[src/rtl/multicycle_control_unit.sv]
// Multi-cycle control FSM for the RISC-V core: sequences FETCH/DECODE/EXEC/MEM/WB,
// stalls on the memory ready handshake, traps illegal opcodes and counts retired instructions.
module multicycle_control_unit #(
    parameter int unsigned ALU_OP_W = 2,
    parameter int unsigned CNT_W    = 32,
    parameter bit          EN_ALU_I = 1'b1,
    parameter bit          EN_JUMP  = 1'b1
) (
    input  logic                clk,
    input  logic                rst,
    input  logic [6:0]          opcode,
    input  logic                mem_ready,
    output logic                pc_write,
    output logic                pc_write_cond,
    output logic                jump,
    output logic                ir_write,
    output logic                i_or_d,
    output logic                mem_read,
    output logic                mem_write,
    output logic                mem_2_reg,
    output logic                reg_write,
    output logic                alu_src_a,
    output logic [1:0]          alu_src_b,
    output logic [ALU_OP_W-1:0] alu_op,
    output logic                illegal,
    output logic [2:0]          state,
    output logic [CNT_W-1:0]    retired
);

    typedef enum logic [2:0] {
        S_FETCH  = 3'd0,
        S_DECODE = 3'd1,
        S_EXEC   = 3'd2,
        S_MEM    = 3'd3,
        S_WB     = 3'd4,
        S_TRAP   = 3'd5
    } state_t;

    localparam logic [6:0] OP_R   = 7'b0110011;
    localparam logic [6:0] OP_I   = 7'b0010011;
    localparam logic [6:0] OP_BEQ = 7'b1100011;
    localparam logic [6:0] OP_JAL = 7'b1101111;
    localparam logic [6:0] OP_LW  = 7'b0000011;
    localparam logic [6:0] OP_SW  = 7'b0100011;

    localparam logic [ALU_OP_W-1:0] ALU_ADD   = ALU_OP_W'(0);
    localparam logic [ALU_OP_W-1:0] ALU_SUB   = ALU_OP_W'(1);
    localparam logic [ALU_OP_W-1:0] ALU_FUNCT = ALU_OP_W'(2);

    state_t state_q;
    state_t state_n;
    logic   retire;

    function automatic logic is_legal(input logic [6:0] op);
        case (op)
            OP_R, OP_BEQ, OP_LW, OP_SW: is_legal = 1'b1;
            OP_I:                       is_legal = EN_ALU_I;
            OP_JAL:                     is_legal = EN_JUMP;
            default:                    is_legal = 1'b0;
        endcase
    endfunction

    always_ff @(posedge clk) begin
        if (rst) begin
            state_q <= S_FETCH;
            retired <= '0;
        end else begin
            state_q <= state_n;
            if (retire) begin
                retired <= retired + CNT_W'(1);
            end
        end
    end

    always_comb begin
        state_n       = state_q;
        retire        = 1'b0;
        pc_write      = 1'b0;
        pc_write_cond = 1'b0;
        jump          = 1'b0;
        ir_write      = 1'b0;
        i_or_d        = 1'b0;
        mem_read      = 1'b0;
        mem_write     = 1'b0;
        mem_2_reg     = 1'b0;
        reg_write     = 1'b0;
        alu_src_a     = 1'b0;
        alu_src_b     = 2'b00;
        alu_op        = ALU_ADD;
        illegal       = 1'b0;

        case (state_q)
            S_FETCH: begin
                mem_read  = 1'b1;
                alu_src_b = 2'b01;
                if (mem_ready) begin
                    ir_write = 1'b1;
                    pc_write = 1'b1;
                    state_n  = S_DECODE;
                end
            end
            S_DECODE: begin
                // ALU precomputes PC + imm so a taken branch has its target ready in EXEC
                alu_src_b = 2'b10;
                state_n   = is_legal(opcode) ? S_EXEC : S_TRAP;
            end
            S_EXEC: begin
                case (opcode)
                    OP_R: begin
                        alu_src_a = 1'b1;
                        alu_op    = ALU_FUNCT;
                        state_n   = S_WB;
                    end
                    OP_I: begin
                        alu_src_a = 1'b1;
                        alu_src_b = 2'b10;
                        state_n   = EN_ALU_I ? S_WB : S_TRAP;
                    end
                    OP_LW, OP_SW: begin
                        alu_src_a = 1'b1;
                        alu_src_b = 2'b10;
                        state_n   = S_MEM;
                    end
                    OP_BEQ: begin
                        alu_src_a     = 1'b1;
                        alu_op        = ALU_SUB;
                        pc_write_cond = 1'b1;
                        state_n       = S_FETCH;
                        retire        = 1'b1;
                    end
                    OP_JAL: begin
                        if (EN_JUMP) begin
                            pc_write = 1'b1;
                            jump     = 1'b1;
                            state_n  = S_FETCH;
                            retire   = 1'b1;
                        end else begin
                            state_n = S_TRAP;
                        end
                    end
                    default: state_n = S_TRAP;
                endcase
            end
            S_MEM: begin
                i_or_d    = 1'b1;
                mem_read  = (opcode == OP_LW);
                mem_write = (opcode == OP_SW);
                if (mem_ready) begin
                    if (opcode == OP_LW) begin
                        state_n = S_WB;
                    end else begin
                        state_n = S_FETCH;
                        retire  = 1'b1;
                    end
                end
            end
            S_WB: begin
                reg_write = 1'b1;
                mem_2_reg = (opcode == OP_LW);
                state_n   = S_FETCH;
                retire    = 1'b1;
            end
            S_TRAP: begin
                illegal = 1'b1;
            end
            default: state_n = S_FETCH;
        endcase

        // Reset silences every control line at once so an abandoned access never completes
        if (rst) begin
            retire        = 1'b0;
            pc_write      = 1'b0;
            pc_write_cond = 1'b0;
            jump          = 1'b0;
            ir_write      = 1'b0;
            i_or_d        = 1'b0;
            mem_read      = 1'b0;
            mem_write     = 1'b0;
            mem_2_reg     = 1'b0;
            reg_write     = 1'b0;
            alu_src_a     = 1'b0;
            alu_src_b     = 2'b00;
            alu_op        = ALU_ADD;
            illegal       = 1'b0;
        end
    end

    assign state = state_q;

endmodule

[config.mk]
export PLATFORM = sky130hd
export DESIGN_NAME = multicycle_control_unit
export DESIGN_NICKNAME = d
export VERILOG_FILES = /design/src/rtl/multicycle_control_unit.sv
export SDC_FILE = /design/constraint.sdc
export NUM_CORES = 1
export LEC_CHECK = 0
export BUFFER_PORTS_ARGS = -buffer_cell sky130_fd_sc_hd__buf_2
export CAP_MARGIN = 20
export CORE_ASPECT_RATIO = 0.7
export CORE_MARGIN = 5
export CORE_UTILIZATION = 45
export DETAILED_ROUTE_END_ITERATION = 16
export PLACE_DENSITY = 0.79
export REMOVE_ABC_BUFFERS = 1
export SLEW_MARGIN = 15
export SYNTH_ARGS = -nofsm -noshare
export SYNTH_HDL_FRONTEND = slang
export SYNTH_SLANG_ARGS = --single-unit
[constraint.sdc]
create_clock -name clk -period 3.1 [get_ports clk]
set_input_delay 0.62 -clock clk [delete_from_list [all_inputs] [get_ports clk]]
set_output_delay 0.62 -clock clk [all_outputs]
set_load 0.02 [all_outputs]
# Word level (Yosys, flattened, before mapping)
# Index checks and enable logic that the tools add are counted.
[classes]
addsub = 1
n_eq_ne = 13
mux = 45
n_bitwise = 1
reduce_logical = 8
[ops]
columns = ["op", "n"]
rows = [
  ["$add A32 B1 Y32 const B", 1],
  ["$mux W1", 30],
  ["$pmux W3 S5", 1],
  ["$eq A7 B6 Y1 const B", 2],
  ["$eq A7 B7 Y1 const B", 2],
  ["$mux W3", 4],
  ["$pmux W3 S3", 1],
  ["$mux W2", 4],
  ["$eq A7 B2 Y1 const B", 1],
  ["$eq A7 B5 Y1 const B", 1],
  ["$eq A3 B2 Y1 const B", 2],
  ["$eq A3 B3 Y1 const B", 2],
  ["$pmux W2 S3", 1],
  ["$reduce_or A2 Y1", 3],
  ["$reduce_or A6 Y1", 1],
  ["$reduce_or A5 Y1", 1],
  ["$ne A2 B2 Y1 const B", 2],
  ["$pmux W1 S2", 2],
  ["$pmux W2 S2", 1],
  ["$eq A3 B1 Y1 const B", 1],
  ["$logic_not A3 Y1", 1],
  ["$pmux W1 S3", 1],
  ["$reduce_and A3 Y1", 1],
  ["$reduce_or A3 Y1", 1],
  ["$not A1 Y1", 1],
]
[totals]
regBits = 35
inputBits = 10
output_inout_bits = 50

# Depth between registers and ports, before layout
# Gate-level depths: netlist (run 1).
[logic_depth]
ltp_word = 6
mapped_depth = 10
mapped_depth_nobuf = 5

# Worst setup path after synthesis (run 1)
# OpenSTA, ideal clock, no wires.
[synth_path]
path_kind = "input port to output port"
startpoint = "input port opcode[4]"
endpoint = "output port pc_write"
arrival_ns = 2.553
setup_slack_ns = -0.073
stages = 4
path_buffers = 1
path_cell_list = "buf_6 nand4bb_1 or4_1 a2111oi_0"
[synth_between]
elab_chain_cells = 4
[synth_rtl]
columns = ["item", "line_no", "rtl"]
rows = [
  ["start: declaration", "11", "input logic [6:0] opcode,"],
  ["$eq A7 B7 Y1", "108", "case (opcode)"],
  ["$mux W1", "108", ""],
  ["$pmux W1 S2", "92", "case (state_q)"],
  ["$mux W1", "170", "if (rst) begin"],
  ["end: declaration", "13", "output logic pc_write,"],
]
# Every way passes these cells.

# Worst setup path after layout (run 1)
[layout_path]
startpoint = "register state_q[0] (netlist: state[0])"
endpoint = "output port pc_write"
[layout_between]
elab_chain_cells = 3
[layout_rtl]
columns = ["item", "line_no", "rtl"]
rows = [
  ["start: declaration", "50", "state_t state_q;"],
  ["start signal: assignment", "68", "state_q <= state_n;"],
  ["$eq A3 B2 Y1 / $logic_not A3 Y1 (equally long branches)", "92", ""],
  ["$pmux W1 S2 *", "92", ""],
  ["$mux W1 *", "170", ""],
]
# Mark *: on every way between the ends. The rest lies on a longest branch, timed or not.

==> metrics.md, run 1 <==
| Metric | Value |
|---|---|
| Root buffer cell | clkbuf_8 |
| Synth Flop Type | dfxtp_1 |
| CTS tree | yes |
| Clk pin slew, worst setup/hold paths | about 80 ps |
| Clock skew | a little over 6 ps |
| Post-synth EDFFs | 0 |
| H-tree Lvls | 2 |
| DP Wirelength | roughly 4100 µm |
| CTS resizes | 0 |
| Cts hold-fix bufs | 0 |
| Max-Cap Viols | 0 |
| Nets | 327 |
| Critical-path cell list | nand2b_1 > or4_1 > a2111oi_0 > buf_2 |
| Remaining DRCs | 0 |
| Rows | 20 |
| CP Data Arrival Time | between 2000 and 2500 ps |
| First-pass GRT wire length | 9520 µm |
| Initial DRC count | around 170 |
| Asr flop ratio synth | 0% |
| Final setup violation count | 0 |
| Total negative slack | 0 ps |
| RSZ-0062 raised after global routing | false |
| Wire per inst | around 15 µm |
| Synth area leader | dfxtp_1 |
| All-Layer GR Usage | about a fifth |
| Initial antenna violation count | 0 |
| Final total power | about 0.92 mW |
| Clock buffer depth | 2 |
| Initial core utilization | ~47% |
| Final WL | approximately 5700 µm |
| Clock group share of total power | between 30% and 40% |
| Switching share of power | about 30% |
| Slew of the pin with the lowest slew margin | ~700 ps |
| Post-CTS setup buffer count | 0 |
| CP Launch Type | register |
| Int Power | roughly 0.65 mW |
| Critical path required time | about 2500 ps |
| Static Leak | just over 0.9 nW |
| Die ar. | between 6000 and 7000 µm² |
| Share of cells above drive strength 1 | around 24% |
| Max Transition Viols Final | 0 |
| VDD IR-drop max | 0.000161 V |
| R2R setup slack | 570 ps |
| Pin count of the biggest net entering global routing | 34 |
| IO Count | 60 |
| Die X | 91.6 µm |
| CTS sink cnt | 35 |
| Syn-to-layout area delta | 18.0% |
| Sequential cell area fraction in the yosys report | about a third |
| Synth cell types | 48 |
| Via count of the first global-routing pass | about 2000 |
| Setup crit end kind | primary output |
| Cells after Synth | 266 |
| Area of the mapped netlist | approximately 2100 µm² |
| P_sw | 0.274 mW |
| Crit share post-route | approximately nine tenths |
| CP Class | register to primary output |
| Combinational share of power | between 10% and 20% |
| Outcome | complete, no violations |
| Post-synth top area share | roughly 33% |
| Routed vias | about 2200 |
| Area contributors post-synth | dfxtp_1 33%, or4_1 5.7%, a21oi_1 5.5% |
| Die H | 67.1 µm |
| Flop pwr share | 50.7% |
| Crit-path slowest cell | or4_1 |
| Final ANT Viol Nets | 0 |
| Overflow after GRT | 0 |
| Gpl congestion | 0.830 |
| F_max | around 360 MHz |
| Largest stage delay, worst path | around 560 ps |
| PortBufs | 59 |
| CORE AREA | ~4400 µm² |
| Worst slew margin | between 50% and 60% |
| Min Tclk post-route | 2810 ps |
| Vias per cell | approximately 6.0 |
| PD cells | about 370 nW/µm² |
| Worst Hold Class | register to register |
| Pre-Repair DR Iteration Count | 5 |
| FF+latch count, synth | 35 |
| Mapped Avg Cell Area | ~8 µm² |
| Antenna Cells | 0 |
| Num CTS Buffers | 5 |
| Crit-path max FO | 15 |
| Final hold vios | 0 |
| Worst skew pair latency | around 300 ps |
| Yosys Warn Count | 0 |
## worst max-delay path: cells and delay by family, from the launching register on
family	cells	cell delay (ps)
flip-flops	1	450
AND/OR/NAND/NOR	2	840
buffers and inverters	1	230
AO/OA/AOI/OAI	1	380
## through the flow
step                      hold WS, ps  area [µm²]  utilization (%)  setup slack, ps  std cells
after floorplan                   539        1990                -             44.3        246
after global placement            467        2380             53.8              410        364
after detailed placement          480        2380             53.8              390        364
after CTS                         491        2470             55.8              301        372
after global routing              516        2470             55.8              185        372
final                             490        2470             55.8              287        372
## cell usage after synthesis, drive strengths merged, types with 3 or more instances
cell,count
nand3b,3
o31ai,11
xnor2,6
or4,16
dfxtp,35
buf,8
and4,3
nor2b,4
nor4,4
mux2,3
nand3,12
a31oi,5
o41ai,3
nand4,7
nor3,9
nor2,20
nand2b,4
o21ai,8
nand2,23
a21oi,23
inv,5
and3,6
or3,7
clkbuf,12
## power by group through the flow
stage	sequential [mW]	combinational, mW	clock (mW)
2_1_floorplan	0.480	0.0540	0
3_3_place_gp	0.477	0.102	0
3_5_place_dp	0.477	0.104	0
4_1_cts	0.466	0.105	0.351
5_1_grt	0.468	0.115	0.368
6_report	0.467	0.106	0.348
## logic make-up after synthesis
group	after synthesis	share of synthesized area [%]
buf+inv	25	5.97
flops	35	33.4
xor+xnor	8	3.34
fa+ha+maj	1	0.597
mux	5	2.57
simple gates	128	34.5
compound gates	64	19.6
## layout by cell type, fill, tap and decap left out, types with 2 or more instances in the layout
cell type	instances
xor2_1	2
buf_2	59
o211ai_1	2
o21a_1	2
nand2_1	23
nand4b_1	2
o21ai_0	8
mux2i_1	2
nor2b_1	4
and3_1	5
mux2_2	3
a311oi_1	2
nand4_1	7
clkbuf_8	5
a21oi_1	23
clkinvlp_4	2
nand3_1	12
nand2b_1	4
o41ai_1	3
a21o_1	2
dfxtp_1	35
xnor2_1	6
nand3b_1	3
nor2_1	20
inv_1	5
buf_4	4
or4_1	16
or3_1	7
and4_1	3
nor4_1	4
and2_1	2
a31oi_1	5
o31ai_1	11
nor3_1	9
## state kept, by name, indices dropped and copies added (netlist names)
signal,count
retired,32
state,3
## worst paths after layout
check / from / cells past startpoint / endpoint
worst max-delay path: state[0] / 4 / pc_write
worst min-delay path: retired[31] / 2 / retired[31]
worst max register to register: state[0] / 5 / retired[20]
worst min register to register: retired[31] / 2 / retired[31]
## routing by layer
layer	share of wire (%)	vias to the layer above	global-route usage, %
li1	-	1104	-
met1	48	1026	26.7
met2	44	101	29.5
met3	7.8	9	4.40
met4	1.0	0	4.70
met5	0	-	0
## final cells by class
cell class,count,area (µm²)
multi-input combinational,206,1270
fill,422,1960
clock buffer,5,68.8
timing repair buffer,63,325
tap,55,68.8
inverter,5,18.8
sequential,35,701
clock inverter,3,20.0
Note: power is estimated with default switching activity, not from simulation.
==> run 2: changes to the inputs <==
MAX_ROUTING_LAYER = met4   (was not set)
==> run 2 against run 1 <==
  * Worst setup slack got worse by 2.2 ps
  * Non-clock buffer count is the same
  * Worst hold slack about the same
  * Clock-buffer cell count unchanged
  * Cell area stayed put
  * Fmax is essentially flat
  * Sequential power barely moved
==> metrics.md, run 2 (synthesis gave the netlist of run 1 again) <==
| Metric | Value |
|---|---|
| Outcome | complete, no violations |
| Antenna Cells | 0 |
| Initial core utilization | roughly 47% |
| Max Transition Viols Final | 0 |
| Remaining DRCs | 0 |
| Syn-to-layout area delta | 18.0% |
| All-Layer GR Usage | ~20% |
| Share of cells above drive strength 1 | approximately 24% |
| Critical path required time | 2480 ps |
| Commonest cells after routing, fill and taps aside | 59 x buf_2, 35 x dfxtp_1, 23 x nand2_1, 23 x a21oi_1, 20 x nor2_1 |
| Worst skew pair latency | around 300 ps |
| CTS resizes | 0 |
| Routed vias | 2242 |
| Die X | between 90 and 100 µm |
| Crit share post-route | between 90% and 100% |
| Crit-path slowest cell | or4_1 |
| Initial DRC count | 181 |
| Largest reg by FF count | retired |
| Nets | approximately 330 |
| Clock buffer depth | 2 |
| Hold depth | 2 |
| Filler Cells Inserted | roughly 420 |
| Wire per inst | ~15 µm |
| Static Leak | a little over 0.9 nW |
| Worst Hold Class | register to register |
| Final setup violation count | 0 |
| Clk pin slew, worst setup/hold paths | about 80 ps |
| Total negative slack | 0 ps |
| CTS sink cnt | 35 |
| Via count of the first global-routing pass | roughly 2000 |
| FF/Latch Area | between 700 and 800 µm² |
| First-pass GRT wire length | approximately 9500 µm |
| Final WL | 5720 µm |
| Die ar. | around 6000 µm² |
| Root buffer cell | clkbuf_8 |
| IO Count | 60 |
| Cts hold-fix bufs | 0 |
| Crit-path leading delay family | simple AND/OR/NAND/NOR gates |
| Layout Utilization | a little under three fifths |
| Post-CTS setup buffer count | 0 |
| Num CTS Buffers | 5 |
| Die H | approximately 67 µm |
| Overflow after GRT | 0 |
| Clock skew | 6.08 ps |
| Multi-input gate area | about 1300 µm² |
| Reg2Reg Depth | 5 |
| Critical-path cell list | nand2b_1 > or4_1 > a2111oi_0 > buf_2 |
| Vias per cell | around 6.0 |
| DP Wirelength | roughly 4000 µm |
| Commonest non-fill, non-tap cell in the layout | buf_2 |
| PD cells | around 370 nW/µm² |
| Final ANT Viol Nets | 0 |
| CP Data Arrival Time | 2200 ps |
| Initial antenna violation count | 0 |
| Max FFs per register | 32 |
| Final hold vios | 0 |
| Gpl congestion | roughly 0.84 |
| H-tree Lvls | 2 |
| PortBufs | 59 |
| Crit-path max FO | 15 |
| Min Tclk post-route | approximately 2800 ps |
| Largest stage delay, worst path | 560 ps |
| Pre-Repair DR Iteration Count | 5 |
| Max-Cap Viols | 0 |
| RSZ-0062 raised after global routing | false |
| F_max | about 360 MHz |
| Slew of the pin with the lowest slew margin | ~660 ps |
| Path length in cells of the critical path | 4 |
| CTS tree | yes |
| CP Class | register to primary output |
| CP Launch Type | register |
| VDD IR-drop max | between 0.00015 and 0.0002 V |
| CORE AREA | ~4400 µm² |
| Rows | 20 |
| Worst slew margin | around 55% |
| Setup crit end kind | primary output |
| CP Buf/Inv Count | 1 |
| Pin count of the biggest net entering global routing | 34 |
run 2: final timing paths:
path	start	end	slack [ps]
setup / recovery	state[0]	pc_write	280
hold / removal	retired[31]	retired[31]	490
setup reg to reg	state[0]	retired[20]	570
hold reg to reg	retired[31]	retired[31]	490
run 2: layout make-up:
type / instances / area share, %
timing repair buffer: 63 / 13.2
tap: 55 / 2.78
inverter: 5 / 0.759
clock inverter: 3 / 0.809
sequential: 35 / 28.3
multi-input combinational: 206 / 51.4
clock buffer: 5 / 2.78
run 2: layer usage:
metal	GRT usage, %	up-vias	share of wire (%)
li1	-	1104	-
met1	26.7	1029	48
met2	29.5	100	44
met3	4.40	9	7.6
met4	4.70	0	1.1
met5	-	-	0
run 2: worst reg2reg max path, delay by kind of cell (launching register included):
| family | cells | cell delay, ps |
|---|---|---|
| AND/OR/NAND/NOR | 3 | 1470 |
| AO/OA/AOI/OAI | 2 | 550 |
| flip-flops | 1 | 450 |
run 2: report_power, final:
part | switching, mW | internal, mW
Sequential | 0.0129 | 0.454
Clock | 0.192 | 0.157
Combinational | 0.0701 | 0.0355
Total | 0.275 | 0.646
run 2: metrics by stage:
stage | total power, mW | hold slack [ps] | std cells | area, µm² | worst slack, ps
2_1_floorplan | 0.534 | 539 | 246 | 1990 | 44.3
3_3_place_gp | 0.579 | 467 | 364 | 2380 | 410
3_5_place_dp | 0.581 | 480 | 364 | 2380 | 390
4_1_cts | 0.921 | 491 | 372 | 2470 | 301
5_1_grt | 0.951 | 516 | 372 | 2470 | 185
6_report | 0.921 | 490 | 372 | 2470 | 285
==> run 3: changes to the inputs <==
RECOVER_POWER = 100   (was not set)
==> run 3 against run 2 <==
  * Global-route usage unchanged
  * Die area is the same
  * Core utilization is 1.5 points lower
==> metrics.md, run 3 (synthesis gave the netlist of run 1 again) <==
| Metric | Value |
|---|---|
| IO Count | 60 |
| Cts hold-fix bufs | 0 |
| Gpl congestion | ~0.84 |
| Cells after DPL | ~360 |
| Wire per inst | roughly 15 µm |
| Crit-path max FO | 15 |
| Clock buffer depth | 2 |
| Final hold vios | 0 |
| CTS tree | yes |
| Pre-Repair DR Iteration Count | 5 |
| Crit share post-route | ~94% |
| Commonest cells after routing, fill and taps aside | 51 x clkbuf_1, 35 x dfxtp_1, 23 x nand2_1, 23 x a21oi_1, 20 x nor2_1 |
| Nets | roughly 330 |
| Crit-path slowest cell | or4_1 |
| Worst Hold Class | register to register |
| CP Buf/Inv Count | 1 |
| Final WL | ~5700 µm |
| Initial core utilization | between 40% and 50% |
| VDD IR-drop max | ~0.00016 V |
| CTS sink cnt | 35 |
| Share of cells above drive strength 1 | under 10% |
| Rows | 20 |
| Finished Layout Cells | around 370 |
| Max Transition Viols Final | 0 |
| Root buffer cell | clkbuf_8 |
| Max-Cap Viols | 0 |
| Total negative slack | 0 ps |
| Max FFs per register | 32 |
| First-pass GRT wire length | approximately 9500 µm |
| Min Tclk post-route | just under 3000 ps |
| Layout Utilization | between 50 and 60% |
| PD cells | between 300 and 400 nW/µm² |
| CP Launch Type | register |
| Pin count of the biggest net entering global routing | 34 |
| Critical-path cell list | nand2b_1 > or4_1 > a2111oi_0 > clkbuf_1 |
| FF/Latch Area | approximately 700 µm² |
| Remaining DRCs | 0 |
| Initial antenna violation count | 0 |
| PortBufs | slightly below 60 |
| RSZ-0062 raised after global routing | false |
| Multi-input gate area | around 1300 µm² |
| Crit-path leading delay family | simple AND/OR/NAND/NOR gates |
| Die H | 67.1 µm |
| Die X | just over 90 µm |
| Antenna Cells | 0 |
| H-tree Lvls | 2 |
| CP Data Arrival Time | 2280 ps |
| Static Leak | 0.712 nW |
| F_max | approximately 340 MHz |
| CORE AREA | about 4400 µm² |
| Worst slew margin | ~55% |
| Post-DP Area | between 2000 and 2500 µm² |
| Outcome | complete, no violations |
| Final setup violation count | 0 |
| All-Layer GR Usage | around a fifth |
| Initial DRC count | 190 |
| CP Class | register to primary output |
| Worst skew pair latency | 300 ps |
| Clk pin slew, worst setup/hold paths | approximately 80 ps |
| Overflow after GRT | 0 |
| Die ar. | roughly 6100 µm² |
| Via count of the first global-routing pass | 1988 |
| Critical path required time | 2480 ps |
| Num CTS Buffers | 5 |
| Filler Cells Inserted | between 400 and 500 |
| Vias per cell | approximately 6.0 |
| Syn-to-layout area delta | 14.8% |
| Commonest non-fill, non-tap cell in the layout | clkbuf_1 |
| Slew of the pin with the lowest slew margin | around 680 ps |
| Final ANT Viol Nets | 0 |
| Fin area | between 2000 and 2500 µm² |
| DP Wirelength | 4080 µm |
| CTS resizes | 0 |
| Largest stage delay, worst path | ~560 ps |
| Largest reg by FF count | retired |
| Clock skew | approximately 6.5 ps |
| Routed vias | between 2000 and 2500 |
| Post-CTS setup buffer count | 0 |
| Setup crit end kind | primary output |
run 3: changes by cell type in the layout (fill, tap and decap cells not counted), sizes merged:
| cell | change |
|---|---|
| buf | -51 |
| clkbuf | +51 |
run 3: path summary, 6_finish.rpt:
kind                from          end  slack, ps  depth (start not counted)
max             state[0]     pc_write        200                          4
min          retired[26]  retired[26]        500                          2
max reg2reg     state[0]  retired[20]        530                          5
min reg2reg  retired[26]  retired[26]        500                          2
run 3: per-layer routing:
layer / GRT usage, % / wire [µm] / vias to the layer above
met2: 29.5 / 2560 / 78
li1: - / - / 1106
met4: 4.70 / 55 / 0
met3: 4.40 / 386 / 6
met1: 26.7 / 2750 / 1037
met5: - / 0 / -
run 3: through the flow:
stage | power, mW | worst slack [ps] | hold slack [ps]
2_1_floorplan | 0.534 | 44.3 | 539
3_3_place_gp | 0.579 | 410 | 467
3_5_place_dp | 0.581 | 390 | 480
4_1_cts | 0.921 | 301 | 491
5_1_grt | 0.948 | 129 | 517
6_report | 0.917 | 200 | 501
run 3: layout make-up:
class	count	share of cell area [%]
clock buffers	5	2.86
clock inverters	3	0.832
inverters	5	0.780
multi-input cells	206	52.8
flip-flops and latches	35	29.1
well taps	55	2.86
repair buffers	63	10.8
run 3: worst min-delay path, cell delays in order, from the launching register on:
cell and delay [ps]:
dfxtp_1 330, o21ai_0 70, a21oi_1 60
run 3: power by group:
part	switching [mW]	total [mW]	internal [mW]	leakage (nW)
Sequential	0.0133	0.467	0.454	0.282
Clock	0.191	0.348	0.157	0.0402
Combinational	0.0697	0.102	0.0319	0.390
Total	0.274	0.917	0.642	0.712
